[src/rtl/cpu_bus_arbiter_if.sv]
// Signal bundle around cpu_bus_arbiter: CPU instruction/data buses, shared memory port, error flag.
// slave is the arbiter's view; master is the surrounding CPU + memory view.
interface cpu_bus_arbiter_if;
  localparam int unsigned AW  = 32;
  localparam int unsigned DW  = 32;
  localparam int unsigned BEW = 4;

  logic           cpui_request;
  logic [AW-1:0]  cpui_addr;
  logic [DW-1:0]  cpui_rdata;
  logic           cpui_ack;

  logic           cpud_request;
  logic [AW-1:0]  cpud_addr;
  logic           cpud_write;
  logic [BEW-1:0] cpud_byte_enable;
  logic [DW-1:0]  cpud_wdata;
  logic [DW-1:0]  cpud_rdata;
  logic           cpud_ack;

  logic           mem_request;
  logic [AW-1:0]  mem_addr;
  logic           mem_write;
  logic [BEW-1:0] mem_byte_enable;
  logic [DW-1:0]  mem_wdata;
  logic [DW-1:0]  mem_rdata;
  logic           mem_ack;

  logic           bus_error;

  modport slave (
    input  cpui_request, cpui_addr,
    input  cpud_request, cpud_addr, cpud_write, cpud_byte_enable, cpud_wdata,
    input  mem_rdata, mem_ack,
    output cpui_rdata, cpui_ack, cpud_rdata, cpud_ack,
    output mem_request, mem_addr, mem_write, mem_byte_enable, mem_wdata,
    output bus_error
  );

  modport master (
    output cpui_request, cpui_addr,
    output cpud_request, cpud_addr, cpud_write, cpud_byte_enable, cpud_wdata,
    output mem_rdata, mem_ack,
    input  cpui_rdata, cpui_ack, cpud_rdata, cpud_ack,
    input  mem_request, mem_addr, mem_write, mem_byte_enable, mem_wdata,
    input  bus_error
  );
endinterface

[src/rtl/cpu_bus_arbiter.sv]
// Merges CPU instruction and data buses onto one memory port, one transaction at a time,
// data bus preferred; flags protocol violations and memory timeouts on a sticky bus_error.
module cpu_bus_arbiter #(
  parameter int unsigned TIMEOUT_CYCLES = 1023
) (
  input logic              clock,
  input logic              reset,
  cpu_bus_arbiter_if.slave bus
);
  localparam int unsigned AW = 32;
  localparam int unsigned DW = 32;
  localparam int unsigned BEW = 4;
  localparam int unsigned CW = $clog2(TIMEOUT_CYCLES + 1);
  localparam logic [DW-1:0] TIMEOUT_DATA = 32'hDEAD_DEAD;

  typedef enum logic [1:0] {S_IDLE, S_BUSY_D, S_BUSY_I} state_t;

  state_t         r_state;
  logic           r_i_pend;
  logic [AW-1:0]  r_i_addr;
  logic           r_d_pend;
  logic [AW-1:0]  r_d_addr;
  logic           r_d_write;
  logic [BEW-1:0] r_d_be;
  logic [DW-1:0]  r_d_wdata;
  logic [CW-1:0]  r_cnt;
  logic           r_quiet;
  logic           r_mem_request;
  logic [AW-1:0]  r_mem_addr;
  logic           r_mem_write;
  logic [BEW-1:0] r_mem_be;
  logic [DW-1:0]  r_mem_wdata;
  logic           r_i_ack;
  logic [DW-1:0]  r_i_rdata;
  logic           r_d_ack;
  logic [DW-1:0]  r_d_rdata;
  logic           r_bus_error;

  logic           w_busy;
  logic           w_timeout;
  logic           w_done;
  logic           w_arb;
  logic           w_i_acc;
  logic           w_d_acc;
  logic           w_issue_i;
  logic           w_issue_d;
  logic           w_error;
  logic [DW-1:0]  w_ret_data;
  logic [AW-1:0]  w_i_addr;
  logic [AW-1:0]  w_d_addr;
  logic           w_d_write;
  logic [BEW-1:0] w_d_be;
  logic [DW-1:0]  w_d_wdata;

  // A slot is free again in the cycle its transaction completes, so a pulse then is accepted.
  assign w_busy    = (r_state != S_IDLE);
  assign w_timeout = w_busy && !bus.mem_ack && (r_cnt == CW'(TIMEOUT_CYCLES - 1));
  assign w_done    = w_busy && (bus.mem_ack || w_timeout);
  assign w_arb     = !w_busy || w_done;
  assign w_i_acc   = bus.cpui_request && !r_i_pend && !((r_state == S_BUSY_I) && !w_done);
  assign w_d_acc   = bus.cpud_request && !r_d_pend && !((r_state == S_BUSY_D) && !w_done);

  // Freshly accepted pulses bypass the slot so an empty arbiter issues on the next edge.
  assign w_issue_d = w_arb && (r_state != S_BUSY_D) && (r_d_pend || w_d_acc);
  assign w_issue_i = w_arb && (r_state != S_BUSY_I) && !w_issue_d && (r_i_pend || w_i_acc);

  assign w_i_addr  = r_i_pend ? r_i_addr  : bus.cpui_addr;
  assign w_d_addr  = r_d_pend ? r_d_addr  : bus.cpud_addr;
  assign w_d_write = r_d_pend ? r_d_write : bus.cpud_write;
  assign w_d_be    = r_d_pend ? r_d_be    : bus.cpud_byte_enable;
  assign w_d_wdata = r_d_pend ? r_d_wdata : bus.cpud_wdata;

  assign w_ret_data = bus.mem_ack ? bus.mem_rdata : TIMEOUT_DATA;
  assign w_error    = (bus.cpui_request && !w_i_acc) || (bus.cpud_request && !w_d_acc) ||
                      w_timeout || (!w_busy && bus.mem_ack && !r_quiet);

  always_ff @(posedge clock or posedge reset) begin
    if (reset) begin
      r_state       <= S_IDLE;
      r_i_pend      <= 1'b0;
      r_i_addr      <= '0;
      r_d_pend      <= 1'b0;
      r_d_addr      <= '0;
      r_d_write     <= 1'b0;
      r_d_be        <= '0;
      r_d_wdata     <= '0;
      r_cnt         <= '0;
      r_quiet       <= 1'b1;
      r_mem_request <= 1'b0;
      r_mem_addr    <= '0;
      r_mem_write   <= 1'b0;
      r_mem_be      <= '0;
      r_mem_wdata   <= '0;
      r_i_ack       <= 1'b0;
      r_i_rdata     <= '0;
      r_d_ack       <= 1'b0;
      r_d_rdata     <= '0;
      r_bus_error   <= 1'b0;
    end else begin
      r_mem_request <= 1'b0;
      r_i_ack       <= 1'b0;
      r_d_ack       <= 1'b0;
      if (w_error) r_bus_error <= 1'b1;
      if (w_busy)  r_cnt <= r_cnt + CW'(1);

      if (w_i_acc) begin
        r_i_pend <= 1'b1;
        r_i_addr <= bus.cpui_addr;
      end
      if (w_d_acc) begin
        r_d_pend  <= 1'b1;
        r_d_addr  <= bus.cpud_addr;
        r_d_write <= bus.cpud_write;
        r_d_be    <= bus.cpud_byte_enable;
        r_d_wdata <= bus.cpud_wdata;
      end

      if (w_done) begin
        r_state <= S_IDLE;
        if (r_state == S_BUSY_D) begin
          r_d_ack   <= 1'b1;
          r_d_rdata <= w_ret_data;
        end else begin
          r_i_ack   <= 1'b1;
          r_i_rdata <= w_ret_data;
        end
      end

      // Issue clears the slot's pending bit; reset quiet period ends with the first issue.
      if (w_issue_d) begin
        r_state       <= S_BUSY_D;
        r_d_pend      <= 1'b0;
        r_mem_request <= 1'b1;
        r_cnt         <= '0;
        r_quiet       <= 1'b0;
        r_mem_addr    <= w_d_addr;
        r_mem_write   <= w_d_write;
        r_mem_be      <= w_d_be;
        r_mem_wdata   <= w_d_wdata;
      end else if (w_issue_i) begin
        r_state       <= S_BUSY_I;
        r_i_pend      <= 1'b0;
        r_mem_request <= 1'b1;
        r_cnt         <= '0;
        r_quiet       <= 1'b0;
        r_mem_addr    <= w_i_addr;
        r_mem_write   <= 1'b0;
        r_mem_be      <= '1;
        r_mem_wdata   <= '0;
      end
    end
  end

  assign bus.cpui_rdata      = r_i_rdata;
  assign bus.cpui_ack        = r_i_ack;
  assign bus.cpud_rdata      = r_d_rdata;
  assign bus.cpud_ack        = r_d_ack;
  assign bus.mem_request     = r_mem_request;
  assign bus.mem_addr        = r_mem_addr;
  assign bus.mem_write       = r_mem_write;
  assign bus.mem_byte_enable = r_mem_be;
  assign bus.mem_wdata       = r_mem_wdata;
  assign bus.bus_error       = r_bus_error;
endmodule
[src/flat_wrapper.sv]
// flat-port wrapper written by rule: the top's interface ports become plain ports
module cpu_bus_arbiter_flat 
#(
  parameter int unsigned TIMEOUT_CYCLES = 1023
)
  (clock, reset, bus_cpui_request, bus_cpui_addr, bus_cpud_request, bus_cpud_addr, bus_cpud_write, bus_cpud_byte_enable, bus_cpud_wdata, bus_mem_rdata, bus_mem_ack, bus_cpui_rdata, bus_cpui_ack, bus_cpud_rdata, bus_cpud_ack, bus_mem_request, bus_mem_addr, bus_mem_write, bus_mem_byte_enable, bus_mem_wdata, bus_bus_error);
  cpu_bus_arbiter_if bus_i ();
  input logic clock;
  input logic reset;
  input wire logic [$bits(bus_i.cpui_request)-1:0] bus_cpui_request;
  input wire logic [$bits(bus_i.cpui_addr)-1:0] bus_cpui_addr;
  input wire logic [$bits(bus_i.cpud_request)-1:0] bus_cpud_request;
  input wire logic [$bits(bus_i.cpud_addr)-1:0] bus_cpud_addr;
  input wire logic [$bits(bus_i.cpud_write)-1:0] bus_cpud_write;
  input wire logic [$bits(bus_i.cpud_byte_enable)-1:0] bus_cpud_byte_enable;
  input wire logic [$bits(bus_i.cpud_wdata)-1:0] bus_cpud_wdata;
  input wire logic [$bits(bus_i.mem_rdata)-1:0] bus_mem_rdata;
  input wire logic [$bits(bus_i.mem_ack)-1:0] bus_mem_ack;
  output wire logic [$bits(bus_i.cpui_rdata)-1:0] bus_cpui_rdata;
  output wire logic [$bits(bus_i.cpui_ack)-1:0] bus_cpui_ack;
  output wire logic [$bits(bus_i.cpud_rdata)-1:0] bus_cpud_rdata;
  output wire logic [$bits(bus_i.cpud_ack)-1:0] bus_cpud_ack;
  output wire logic [$bits(bus_i.mem_request)-1:0] bus_mem_request;
  output wire logic [$bits(bus_i.mem_addr)-1:0] bus_mem_addr;
  output wire logic [$bits(bus_i.mem_write)-1:0] bus_mem_write;
  output wire logic [$bits(bus_i.mem_byte_enable)-1:0] bus_mem_byte_enable;
  output wire logic [$bits(bus_i.mem_wdata)-1:0] bus_mem_wdata;
  output wire logic [$bits(bus_i.bus_error)-1:0] bus_bus_error;
  assign bus_i.cpui_request = bus_cpui_request;
  assign bus_i.cpui_addr = bus_cpui_addr;
  assign bus_i.cpud_request = bus_cpud_request;
  assign bus_i.cpud_addr = bus_cpud_addr;
  assign bus_i.cpud_write = bus_cpud_write;
  assign bus_i.cpud_byte_enable = bus_cpud_byte_enable;
  assign bus_i.cpud_wdata = bus_cpud_wdata;
  assign bus_i.mem_rdata = bus_mem_rdata;
  assign bus_i.mem_ack = bus_mem_ack;
  assign bus_cpui_rdata = bus_i.cpui_rdata;
  assign bus_cpui_ack = bus_i.cpui_ack;
  assign bus_cpud_rdata = bus_i.cpud_rdata;
  assign bus_cpud_ack = bus_i.cpud_ack;
  assign bus_mem_request = bus_i.mem_request;
  assign bus_mem_addr = bus_i.mem_addr;
  assign bus_mem_write = bus_i.mem_write;
  assign bus_mem_byte_enable = bus_i.mem_byte_enable;
  assign bus_mem_wdata = bus_i.mem_wdata;
  assign bus_bus_error = bus_i.bus_error;
  cpu_bus_arbiter #(.TIMEOUT_CYCLES(TIMEOUT_CYCLES)) u_core (.clock(clock), .reset(reset), .bus(bus_i));
endmodule
[config.mk]
export PLATFORM = sky130hd
export DESIGN_NAME = cpu_bus_arbiter_flat
export DESIGN_NICKNAME = d
export VERILOG_FILES = /design/src/rtl/cpu_bus_arbiter_if.sv /design/src/rtl/cpu_bus_arbiter.sv /design/src/flat_wrapper.sv
export SDC_FILE = /design/constraint.sdc
export NUM_CORES = 1
export LEC_CHECK = 0
export CAP_MARGIN = 25
export CORE_MARGIN = 10
export CORE_UTILIZATION = 45
export DETAILED_ROUTE_END_ITERATION = 16
export GPL_TIMING_DRIVEN = 0
export PLACE_DENSITY = 0.84
export SKIP_LAST_GASP = 1
export SLEW_MARGIN = 20
export SYNTH_ARGS = -nofsm -noshare
export SYNTH_HDL_FRONTEND = slang
export SYNTH_SLANG_ARGS = --single-unit
[constraint.sdc]
create_clock -name clock -period 29.7 [get_ports clock]
set_clock_uncertainty 0.2 [all_clocks]
set_input_delay 8.91 -clock clock [delete_from_list [all_inputs] [get_ports clock]]
set_output_delay 8.91 -clock clock [all_outputs]
set_load 0.03 [all_outputs]
==> results.md <==
Run status:
- The flow ran to the end, and the final reports show no timing, DRC or antenna violations.

Worst hold path:
- The min-delay analysis places its worst path in the category flop to flop.

Route:
- The via total after detailed routing is 9184.
- The routed wire length per instance is 23.0 um.
- The pre-antenna-repair detailed-routing pass consisted of 5 iterations.
- Once detail routing completed, the nets flagged for antenna violations numbered 0.
- The number of remaining DRC errors is 0.
- The routed wire length is 35500 um.
- The via count normalized by instance count is 5.94.
- In this run, the number of DRC markers left after iteration 0 of detailed routing was 752.

Global routing:
- The number of global-route vias before repair came to 9677.
- The wire length of the first global-routing pass is 54300 um.
- The total global routing overflow is 0.
- The pin count of the biggest net entering global routing is 102.
- The initial antenna violation count was 1.
- For this run, the total global-route usage over all layers was measured as 0.212.

Critical path:
- The start-to-end type of the worst setup path is input port to flop.
- The family of cells with the greatest summed delay on the critical path is buffers and inverters.
- The critical path runs through a total of 7 cells.
- The largest fanout on the critical path is 10.
- The number of cells on the worst reg-to-reg path is 8.
- The arrival time at the worst endpoint is 11.29 ns.
- In this run the worst setup path terminates at u_core.bus.mem_wdata[8]$_DFFE_PP0P_.
- The first element of the critical path is bus_mem_ack.
- The startpoint class of the critical path is an input port.
- Traced cell by cell, the critical path runs through clkdlybuf4s50_1 > nand4b_1 > o31ai_2 > buf_2 > nand2_1 > clkbuf_1 > o22ai_1.
- The slack of the worst reg-to-reg path is 27.13 ns.
- The critical register-to-register path endpoint is u_core.bus.mem_addr[5]$_DFFE_PP0P_.
- Counting both buffers and inverters, the worst setup path holds a total of 3.
- The required time reported for the critical path endpoint is 29.96 ns.
- The slowest stage of the critical path belongs to the cell clkdlybuf4s50_1.
- The worst setup path is captured at a flop.
- In this run the critical register-to-register path is launched from u_core.r_cnt[0]$_DFFE_PP0P_.
- The largest single stage delay on the critical path is 0.58 ns.

Floorplanning:
- The I/O pin total is 275.
- The number of placement rows is 58.
- The chip width is 179 um.
- The floorplan step set the die height to 179 um.
- For this configuration, the core starts out at a cell density of 0.456.
- The core region area is 25000 um2.
- The floorplan step defined a die boundary enclosing 32100 um2.

STA:
- The number of failing hold endpoints at the final stage is 0.
- The ratio of final minimum period to clock period is 0.372.
- At the pin with the least slew margin, the transition time is 0.860 ns.
- The maximum operating frequency is 0.0906 GHz.
- In the final timing run, aggregate negative setup slack is 0 ns.
- The max-slew headroom at the worst pin is 0.427.
- The post-layout minimum cycle time is 11.03 ns.
- The final count of pins violating max slew is 0.
- Setup repair after global routing left no endpoint under its margin.
- Setup violations remaining at the end of the flow were counted as 0.

Yosys:
- The synthesized design contains 0 enable-type register cells.
- The commonest register cell after synthesis is dfrtp_1.
- The distinct cell type count after synthesis is 60.
- The number of warning messages in the yosys log is 0.
- After synthesis, the share of flip-flops with an asynchronous set or reset is 1.00.
- The post-synthesis net count is 1031.
- Synthesis inferred 253 register bits.
- After synthesis, the mean cell area works out to 12.8 um2.
- The gate count after technology mapping is 891.
- The post-synthesis instance area is 11400 um2.
- The sequential cell area fraction in the yosys report is 0.555.

Cells and area:
- The final layout net count is 1337.
- 0 antenna diodes ended up in the layout.
- The filler cells instantiated in the layout total 1913.
- The final core utilization is 0.619.
- Of the cells placed in the final design, the portion with a size suffix greater than 1 is 0.187.
- Relative to the synthesized area, the layout overhead comes to 35.9%.
- With fillers left out, the area of the finished cells amounts to 15500 um2.

Clock network:
- After clock tree synthesis, the clock-pin slew on the worst setup and hold paths is 0.06 ns.
- The insertion delay to the later sink of the worst-skew pair is 0.55 ns.
- The number of buffers between clock root and the deepest sink is 3.
- CTS built an H-tree with a depth of 1.
- Clock tree synthesis inserted a total of 28 buffers.
- The number of hold buffers added after cts is 0.
- The clock tree from TritonCTS is built.
- For this design, the sink count on the clock tree is 253.
- The CTS root buffer is clkbuf_16.
- In this run, post-CTS repair resized a total of 0 instances.
- The number of buffers inserted to repair setup after CTS is 0.

Place:
- At the end of routability-driven placement, the weighted congestion stood at 0.888.
- The final HPWL from detailed placement is 25900 um.
- The area of placed instances is 14600 um2.
- The count of buffers from port buffering is 273.

Power:
- The final total power is 1890 uW.
- The leakage component of the power is 0.00623 uW.
- In this run the power density over the cells is 122 nW/um2.
- IR analysis of the VDD net gives a maximum drop of 69.5 uV.

Run:
- The count of maximum capacitance violations is 0.
## flip-flops by register name, indices dropped and copies added, names as in the netlist, 2 cells and up
register and flops:
u_core.bus.cpud_rdata 32, u_core.bus.cpui_rdata 32, u_core.bus.mem_addr 32, u_core.bus.mem_byte_enable 4, u_core.bus.mem_wdata 32, u_core.r_cnt 10
u_core.r_d_addr 32, u_core.r_d_be 4, u_core.r_d_wdata 32, u_core.r_i_addr 32, u_core.r_state 2
## layout by cell type (no fill, tap or decap), drive strengths merged, types with 3 or more instances in the layout
cell type,netlist,layout
clkbuf,59,96
nor3,12,12
nand4,33,33
a32o,20,20
clkdlybuf4s50,0,273
a32oi,30,30
o221ai,28,28
mux2i,41,41
o22ai,33,33
nor2,4,4
dfrtp,252,252
nand2,10,10
buf,31,34
mux2,130,130
xor2,7,7
nor2b,24,24
a22oi,4,4
inv,11,12
a2bb2oi,40,40
a2111oi,3,3
and3,3,3
nor3b,3,3
o21ai,67,67
clkinv,0,9
nand3,5,5
o22a,4,4
a21oi,4,4
## layout make-up
type                    instances  area (um2)  share of cell area
clock inverters                13         114             0.00734
flip-flops and latches        253        6330               0.408
repair buffers                276        2800               0.180
well taps                     330         413              0.0266
multi-input cells             537        4610               0.297
inverters                      11        48.8             0.00315
plain buffers                  90         433              0.0279
clock buffers                  37         764              0.0493
## cells by family (layout without fill, tap and decap cells)
group / Yosys count / count (layout) / synth area share
flops: 253 / 253 / 0.555
compound gates: 252 / 252 / 0.173
mux: 171 / 171 / 0.164
simple gates: 103 / 103 / 0.0577
buf+inv: 101 / 427 / 0.0416
xor+xnor: 9 / 9 / 0.00691
fa+ha+maj: 2 / 2 / 0.00219
## routing by layer
metal	vias to the layer above	wire, um	GRT usage
li1	4050	-	-
met3	72	3020	0.0493
met1	4644	14100	0.261
met5	-	0	0
met2	418	17300	0.357
met4	0	1130	0.0717
## synthesized netlist by cell type (3+ instances only)
cell type	n	share of area
dfrtp_1	252	0.55
mux2_2	120	0.12
o21ai_0	65	0.029
clkbuf_1	59	0.019
mux2i_1	41	0.036
a2bb2oi_1	40	0.031
nand4_1	33	0.018
o22ai_1	32	0.018
a32oi_1	30	0.023
nor2b_1	24	0.013
a32o_1	20	0.018
o221ai_1	18	0.014
buf_2	16	0.0070
inv_1	11	0.0036
mux2_1	10	0.0099
nand2_1	10	0.0033
o221ai_2	10	0.013
nor3_2	9	0.0079
buf_4	8	0.0053
xor2_1	7	0.0054
buf_6	6	0.0059
nand3_1	5	0.0022
a21oi_1	4	0.0018
a22oi_1	4	0.0026
o22a_1	4	0.0031
nor2_1	3	0.00099
nor3_1	3	0.0013
nor3b_1	3	0.0020
## metrics by stage
stage	hold slack [ns]	std cells	worst slack, ns
global placement	0.267	1494	10.53
global route	0.301	1547	18.57
detailed placement	0.279	1497	18.17
finish	0.286	1547	18.67
CTS	0.293	1547	18.73
floorplan	0.259	891	13.64
## worst min path at each step
stage,from,to,slack [ns],cells after the start
3_5_place_dp,u_core.r_i_addr[18]$_DFFE_PP0P_,u_core.r_i_addr[18]$_DFFE_PP0P_,0.28,1
2_1_floorplan,u_core.r_i_addr[14]$_DFFE_PP0P_,u_core.r_i_addr[14]$_DFFE_PP0P_,0.26,1
4_1_cts,u_core.r_i_addr[24]$_DFFE_PP0P_,u_core.r_i_addr[24]$_DFFE_PP0P_,0.29,1
5_1_grt,u_core.r_quiet$_DFFE_PP1P_,u_core.r_quiet$_DFFE_PP1P_,0.30,1
3_3_place_gp,u_core.r_i_addr[1]$_DFFE_PP0P_,u_core.r_i_addr[1]$_DFFE_PP0P_,0.27,1
6_report,u_core.r_i_addr[24]$_DFFE_PP0P_,u_core.r_i_addr[24]$_DFFE_PP0P_,0.29,1
## power by group
group	switching (uW)	internal (uW)
Sequential	95.4	511
Clock	140	190
Combinational	542	415
Power figures use the tool's default switching activity.
